**config.mk**
```make
export PLATFORM = sky130hd
export DESIGN_NAME = act_spd_scan_ctrl
export DESIGN_NICKNAME = d
export VERILOG_FILES = /design/src/rtl/act_spd_pkg.sv /design/src/rtl/scan_slot_counter.sv /design/src/rtl/act_spd_scan_ctrl.sv
export SDC_FILE = /design/constraint.sdc
export NUM_CORES = 1
export LEC_CHECK = 0
export ABC_CLOCK_PERIOD_IN_PS = 3030
export CAP_MARGIN = 20
export CORE_MARGIN = 4
export CORE_UTILIZATION = 59
export DETAILED_ROUTE_END_ITERATION = 8
export GPL_TIMING_DRIVEN = 0
export PLACE_DENSITY = 0.95
export SYNTH_ARGS = -nofsm -noshare
export SYNTH_HDL_FRONTEND = slang
export SYNTH_SLANG_ARGS = --single-unit
```
**constraint.sdc**
```tcl
create_clock -name clk -period 3.03 [get_ports clk]
set_input_delay 0.606 -clock clk [delete_from_list [all_inputs] [get_ports clk]]
set_output_delay 0.606 -clock clk [all_outputs]
set_load 0.05 [all_outputs]
```
**src/rtl/act_spd_pkg.sv**
```systemverilog
// act_spd_pkg: shared definitions for the action/speed display scanner.
//   - scan_state_e : scanner state encoding
//   - DIG_*        : digit index within digit_en_n
//   - EN_*         : active-low digit-enable patterns
//   - sel_of/en_of : per-state mux select and digit-enable pattern
package act_spd_pkg;

    typedef enum logic [2:0] {
        IDLE      = 3'd0,
        BLANK_ACT = 3'd1,
        SHOW_ACT  = 3'd2,
        BLANK_SPD = 3'd3,
        SHOW_SPD  = 3'd4
    } scan_state_e;

    localparam int DIG_ACT = 0;
    localparam int DIG_SPD = 1;

    localparam logic [1:0] EN_NONE = 2'b11;
    localparam logic [1:0] EN_ACT  = 2'b10;
    localparam logic [1:0] EN_SPD  = 2'b01;

    // Speed segments are steered onto the bus for both speed states,
    // so the mux never switches while a digit is lit (except BLANK=0).
    function automatic logic sel_of(scan_state_e s);
        return (s == BLANK_SPD) || (s == SHOW_SPD);
    endfunction

    function automatic logic [1:0] en_of(scan_state_e s);
        case (s)
            SHOW_ACT: return EN_ACT;
            SHOW_SPD: return EN_SPD;
            default:  return EN_NONE;
        endcase
    endfunction

endpackage

```
**src/rtl/scan_slot_counter.sv**
```systemverilog
// scan_slot_counter: slot timer for the display scanner.
//   clk, reset : clock, synchronous active-high reset
//   clr_i      : synchronous clear (wins over increment)
//   inc_i      : count enable
//   term_i     : terminal value to compare against
//   hit_o      : count equals term_i
module scan_slot_counter #(
    parameter int CW = 20
) (
    input  logic          clk,
    input  logic          reset,
    input  logic          clr_i,
    input  logic          inc_i,
    input  logic [CW-1:0] term_i,
    output logic          hit_o
);

    logic [CW-1:0] cnt_q;
    logic [CW-1:0] cnt_d;

    always_comb begin
        cnt_d = cnt_q;
        if (clr_i) begin
            cnt_d = '0;
        end else if (inc_i) begin
            cnt_d = cnt_q + 1'b1;
        end
    end

    always_ff @(posedge clk) begin
        if (reset) begin
            cnt_q <= '0;
        end else begin
            cnt_q <= cnt_d;
        end
    end

    assign hit_o = (cnt_q == term_i);

endmodule

```
**src/rtl/act_spd_scan_ctrl.sv**
```systemverilog
// act_spd_scan_ctrl: time-multiplexes the action and speed digits onto one
// shared 7-segment bus, with a blanking gap before each digit is lit.
//   clk, reset  : clock, synchronous active-high reset
//   enable      : 1 = scan, 0 = display off and scanner parked in IDLE
//   act_code    : action code, captured only at frame boundaries
//   spd_code    : speed code, captured only at frame boundaries
//   act_q/spd_q : captured codes for the digit decoders
//   sel         : segment mux select, 0 = action, 1 = speed
//   digit_en_n  : active-low digit enables, [0] action, [1] speed
//   frame_tick  : one-cycle pulse on the first cycle of each frame
module act_spd_scan_ctrl
    import act_spd_pkg::*;
#(
    parameter int DIV   = 50000,
    parameter int BLANK = 5000,
    parameter int CW    = 20
) (
    input  logic       clk,
    input  logic       reset,
    input  logic       enable,
    input  logic [2:0] act_code,
    input  logic [1:0] spd_code,
    output logic [2:0] act_q,
    output logic [1:0] spd_q,
    output logic       sel,
    output logic [1:0] digit_en_n,
    output logic       frame_tick
);

    // With no blank time the blank states are bypassed entirely.
    localparam scan_state_e FIRST_ACT = (BLANK == 0) ? SHOW_ACT : BLANK_ACT;
    localparam scan_state_e FIRST_SPD = (BLANK == 0) ? SHOW_SPD : BLANK_SPD;

    localparam logic [CW-1:0] SHOW_TERM  = CW'(DIV - BLANK - 1);
    localparam logic [CW-1:0] BLANK_TERM = CW'((BLANK > 0) ? BLANK - 1 : 0);

    scan_state_e   state_q;
    scan_state_e   state_d;
    logic [CW-1:0] term;
    logic          hit;
    logic          boundary;

    always_comb begin
        term = SHOW_TERM;
        if (state_q == BLANK_ACT || state_q == BLANK_SPD) begin
            term = BLANK_TERM;
        end
    end

    always_comb begin
        state_d = state_q;
        case (state_q)
            IDLE:      state_d = FIRST_ACT;
            BLANK_ACT: if (hit) state_d = SHOW_ACT;
            SHOW_ACT:  if (hit) state_d = FIRST_SPD;
            BLANK_SPD: if (hit) state_d = SHOW_SPD;
            SHOW_SPD:  if (hit) state_d = FIRST_ACT;
            default:   state_d = IDLE;
        endcase
        // Dropping enable overrides every transition, including a boundary.
        if (!enable) begin
            state_d = IDLE;
        end
    end

    // A frame starts whenever the first action state is newly entered.
    assign boundary = (state_d == FIRST_ACT) && (state_q != FIRST_ACT);

    scan_slot_counter #(
        .CW(CW)
    ) u_slot_counter (
        .clk   (clk),
        .reset (reset),
        .clr_i (state_d != state_q),
        .inc_i (state_q != IDLE),
        .term_i(term),
        .hit_o (hit)
    );

    // Outputs are derived from the next state so they line up with state_q.
    always_ff @(posedge clk) begin
        if (reset) begin
            state_q    <= IDLE;
            sel        <= 1'b0;
            digit_en_n <= EN_NONE;
            frame_tick <= 1'b0;
            act_q      <= 3'b000;
            spd_q      <= 2'b00;
        end else begin
            state_q    <= state_d;
            sel        <= sel_of(state_d);
            digit_en_n <= en_of(state_d);
            frame_tick <= boundary;
            if (boundary) begin
                act_q <= act_code;
                spd_q <= spd_code;
            end
        end
    end

endmodule
```
Word-level counts from Yosys, hierarchy flattened. Index checks and enable logic that the tools add are counted. Widths: inputs -> output; s select.

Flip-flop bits (word level): 32.

Add/sub/neg operators: 1. Equality and inequality tests: 11. Mux-type cells: 8. Reductions and logical operators: 6.

Operator list (number): $add 20x1->20 const B (1); $eq 20x16->1 (1); $mux 16 (1); $mux 3 (5); $pmux 3 s5 (1); $eq 3x2->1 const B (4); $eq 3x1->1 const B (2); $eq 3x3->1 const B (2); $pmux 2 s2 (1); $logic_not 3->1 (1); $ne 3x1->1 const B (1); $ne 3x3->1 (1); $reduce_bool 3->1 (1); $logic_or 1x1->1 (2); $reduce_or 2->1 (1); $logic_and 1x1->1 (1).

Longest topological paths before layout.
Depth after elaboration: 9. Depth in mapped cells: 9.

Hierarchy. From an unflattened synthesis, not the netlist that was laid out.

Cell total of the unflattened synthesis: 193. Area, all modules: 1710.4 sq um.

Modules (own cells, without submodules): scan_slot_counter (instances 1, cells an instance 133, area an instance 1152.4 sq um, seq. area each 400.4 sq um); act_spd_scan_ctrl (instances 1, cells an instance 60, area an instance 558.0 sq um, seq. area each 240.2 sq um).

Worst setup path before layout. OpenSTA, ideal clock, no wires.

Path type: flip-flop to flip-flop. Start point: reg u_slot_counter.cnt_q[0]. End point: reg act_q[0]. Setup time: 0.072 ns. Arrival: 1.849 ns. Data required time: 2.958 ns. Path slack: 1.109 ns. Cell stages (with the launch flop): 9. Buffers on the path: 0. Cells stage by stage: dfxtp_1 > ha_1 > and4bb_1 > nand4_1 > o21bai_4 > mux2i_1 > o211ai_2 > nor2_4 > mux2i_1.

Cells in the longest elaborated chain, start to end: 6. Elaborated cells between the ends (all ways): 9.

RTL lines: start: declaration (line scan_slot_counter.sv:18) `logic [CW-1:0] cnt_q;`; start signal: assignment (line scan_slot_counter.sv:34) `cnt_q <= cnt_d;`; $eq 20x16->1 * (line scan_slot_counter.sv:38) `assign hit_o = (cnt_q == term_i);`; $mux 3 (on tied branches); $pmux 3 s5 * (line act_spd_scan_ctrl.sv:52) `case (state_q)`; $mux 3 * (line act_spd_scan_ctrl.sv:61) `if (!enable) begin`; $eq 3x1->1 * (line act_spd_scan_ctrl.sv:67) `assign boundary = (state_d == FIRST_ACT) && (state_q != FIRST_ACT);`; $logic_and 1x1->1 * (line act_spd_scan_ctrl.sv:67); end signal: assignment (line act_spd_scan_ctrl.sv:95) `act_q <= act_code;`; end: declaration (line act_spd_scan_ctrl.sv:23) `output logic [2:0] act_q,`.

Mark *: on every way between the ends. The rest lies on a longest branch, timed or not. A chain may end at the register's enable or synchronous reset.

Worst setup path in the final report.
Start point: reg u_slot_counter.cnt_q[1]. End point: reg u_slot_counter.cnt_q[1].

Cells in the longest elaborated chain, start to end: 6. Elaborated cells between the ends (all ways): 10.

RTL lines: $eq 20x16->1 (line scan_slot_counter.sv:38); $mux 3 (on tied branches); $pmux 3 s5 (line act_spd_scan_ctrl.sv:52); $mux 3 (line act_spd_scan_ctrl.sv:61); $ne 3x3->1 (line act_spd_scan_ctrl.sv:74) `.clr_i (state_d != state_q),`; $reduce_or 2->1 (no source line).

Several ways; a longest one is shown, not always the timed one.

==> summary.md <==
| Metric | Value |
|---|---|
| Worst Path Required | 3.27 ns |
| Initial DRC Count | 46 |
| Total Nets Final | 209 |
| CTS Sinks | 32 |
| RSZ-0062 raised after global routing | no |
| Syn Inst Count | 177 |
| DPL Wire Length | 2.28 mm |
| Hold WC Path Type | reg -> reg |
| Relative slew slack | 65.8% |
| CTS max path bufs | 2 |
| FF-to-FF path depth | 9 |
| Crit path launch type | flop |
| Number of cells after detailed placement | 223 |
| Final Instance Area | 1820 um^2 |
| TritonCTS clock tree | yes |
| Critical path class | reg -> reg |
| # IOs | 17 |
| Number of buffers created by CTS | 5 |
| Worst-Skew Late Latency | 0.35 ns |
| Worst Hold Endpoint | act_q[0] |
| Clock-pin slew on the worst setup and hold paths | 0.10 ns |
| Max-cap violations | 0 |
| Die Height | 59.6 um |
| WHS | 0.478 ns |
| Die Span X | 59.6 um |
| Largest family of logic cells by synthesized area | simple AND/OR/NAND/NOR gates |
| Final antenna-violating net count | 0 |
| Vias/cell | 5.52 |
| First-pass DRT Iterations | 4 |
| Layout Area Growth over Synthesis | 16.2% |
| Synth Area in Compound Gates | 6.30% |
| Htree depth | 2 |
| Worst ir drop on vdd | 0.382 mV |
| Main flop type after synthesis | dfxtp_1 |
| Mux contribution to synthesized area | 4.47% |
| Core Rows | 18 |
| Core Box Area | 2500 um^2 |
| Setup WS post-layout | 0.734 ns |
| Post-synth EDFFs | 0 |
| Tightest Pin Transition | 0.512 ns |
| # hold bufs at CTS | 0 |
| XOR/XNOR Fraction of Synth Area | 11.2% |
| DP Area | 1770 um^2 |
| Syn Nets | 186 |
| Sequential share of the synthesized area | 40.8% |
| IO buf count | 16 |
| FF-to-FF Start | u_slot_counter.cnt_q[1] |
| FMAX | 0.435 GHz |
| DRC Markers | 0 |
| Final Hold Viols | 0 |
| WHS Path Cells | 2 |
| Vias in the first global route | 1232 |
| Starting Density | 62.8% |
| Die area | 3550 um^2 |
| Final Critical Period | 2.30 ns |
| Initial antenna violation count | 0 |
| Routed wire length | 3.06 mm |
| Max-slew violations | 0 |
| Setup TNS | 0 ns |
| Reg2reg end | u_slot_counter.cnt_q[1] |
| Post-synthesis cell type count | 40 |
| Post-place setup slack | 0.788 ns |
| Hold_sp | act_q[0] |
| Yosys warnings | 0 |
| Global-route usage over all layers | 19.5% |
| Post-CTS sizing | 0 |
| Reg area | 641 um^2 |
| Power density over the cells | 410 nW/um^2 |
| DR WL/cell | 13.2 um |
| GPL Wtd Cong | 0.783 |
| Post-Synth Simple-Gate Area | 33.4% |
| Mean Syn Cell Area | 8.86 um^2 |
| R2r setup slk | 0.73 ns |
| Fillers | 174 |
| Status | finished clean |
| Vias | 1276 |
| Synth Area in Adders | 0.797% |
| Crit-path max FO | 10 |
| Synth async-reset ratio | 0% |
| Leakage | 0.626 nW |
| Antenna fix cells | 0 |
| Worst Skew | 0.0113 ns |
| Gr ovfl total | 0 |
| Final worst path period share | 75.8% |
| Mapped cell area | 1570 um^2 |
| Setup Viol. Count Final | 0 |
| Final Non-Filler Cells | 231 |
| Layout cells sized above 1 | 11.4% |
| Crit. End Element | flop |
| Root buffer cell | clkbuf_4 |
| Synth Register Bits | 32 |
| First-pass GRT wire length | 5.17 mm |
| Area of the multi-input gates | 881 um^2 |
| Largest net degree at the start of global routing | 12 |
| Critical path arrival | 2.54 ns |
| Setup Buffers After CTS | 0 |
## cells in the final DEF, fill, tap and decap left out, types with 4 or more instances in the layout
cell,instances
clkbuf_4,5
dfxtp_1,32
xnor2_1,13
xor2_1,7
mux2i_1,7
nor3_1,4
nand4_1,6
buf_2,4
nand2b_1,11
nor2_1,35
inv_1,6
nand3_1,5
nand2_1,14
clkdlybuf4s50_1,16
## cell usage after synthesis (2+ instances only)
cell type  instances  area share [%]
a21oi_1            2            0.64
and3_1             3             1.2
buf_2              4             1.3
dfxtp_1           32              41
inv_1              6             1.4
mux2i_1            7             4.5
nand2_1           14             3.3
nand2b_1          11             4.4
nand3_1            5             1.6
nand4_1            6             2.4
nor2_1            35             8.4
nor2b_1            2            0.80
nor3_1             4             1.3
o21ai_0            2            0.64
xnor2_1           13             7.3
xor2_1             7             3.9
## worst max-delay path, stage by stage (launching register included)
cell and delay [ns]:
dfxtp_1 0.43, ha_1 0.22, and4bb_1 0.21, nand4_1 0.21, o21bai_4 0.29, and3b_1 0.20, o21ai_0 0.19, a21o_1 0.15
buf_2 0.21, nor2_1 0.08
## area by class of cell
| class | instances | area share (%) |
|---|---|---|
| multi-input combinational | 134 | 48.3 |
| sequential | 32 | 35.1 |
| timing repair buffer | 16 | 8.79 |
| clock buffer | 5 | 2.06 |
| tap | 30 | 2.06 |
| buffer | 5 | 1.37 |
| inverter | 6 | 1.24 |
| clock inverter | 3 | 1.03 |
## kinds of logic (layout without fill, tap and decap cells)
| logic type | after synthesis | count (layout) |
|---|---|---|
| AO/OA/AOI/OAI | 11 | 11 |
| XOR/XNOR | 20 | 20 |
| adder cells (fa/ha/maj) | 1 | 1 |
| buffers and inverters | 11 | 35 |
| flip-flops | 32 | 32 |
| multiplexers | 7 | 7 |
| AND/OR/NAND/NOR | 95 | 95 |
## state kept, by name, summed over array words and instances, names as in the netlist
register	cells
frame_tick	1
spd_q	2
state_q	3
sel	1
act_q	3
digit_en_n	2
u_slot_counter.cnt_q	20
## report_power, final
group / internal (mW) / switching [mW] / total (mW) / leakage (nW)
combinational: 0.0319 / 0.0442 / 0.0762 / 0.332
clock: 0.0888 / 0.151 / 0.239 / 0.0349
sequential: 0.427 / 0.00459 / 0.431 / 0.259
total: 0.547 / 0.199 / 0.747 / 0.626
## how the worst max path moves through the flow
stage          slack (ns)  cells after the start               startpoint                      end
3_3_place_gp         0.83                      6                   enable                 act_q[0]
6_report             0.73                      9  u_slot_counter.cnt_q[1]  u_slot_counter.cnt_q[1]
3_5_place_dp         0.79                      6                   enable                 act_q[1]
5_1_grt              0.60                      9  u_slot_counter.cnt_q[0]  u_slot_counter.cnt_q[6]
4_1_cts              0.78                      9  u_slot_counter.cnt_q[0]  u_slot_counter.cnt_q[2]
2_1_floorplan        1.11                      8  u_slot_counter.cnt_q[0]                 act_q[0]
## layer usage
layer	global-route usage [%]	routed length [um]	up-vias
met2	31.5	1580	32
met1	22.7	1270	600
met5	0	0	-
met3	6.54	149	7
li1	-	-	637
met4	10.1	59	0
## per-stage QoR
stage               util (%)  power [mW]
finish                  72.9       0.747
detailed placement      70.7       0.517
CTS                     72.9       0.756
global route            72.9       0.784
global placement        70.7       0.514
floorplan                  -       0.489
No activity file was read; power rests on OpenSTA's default activity.
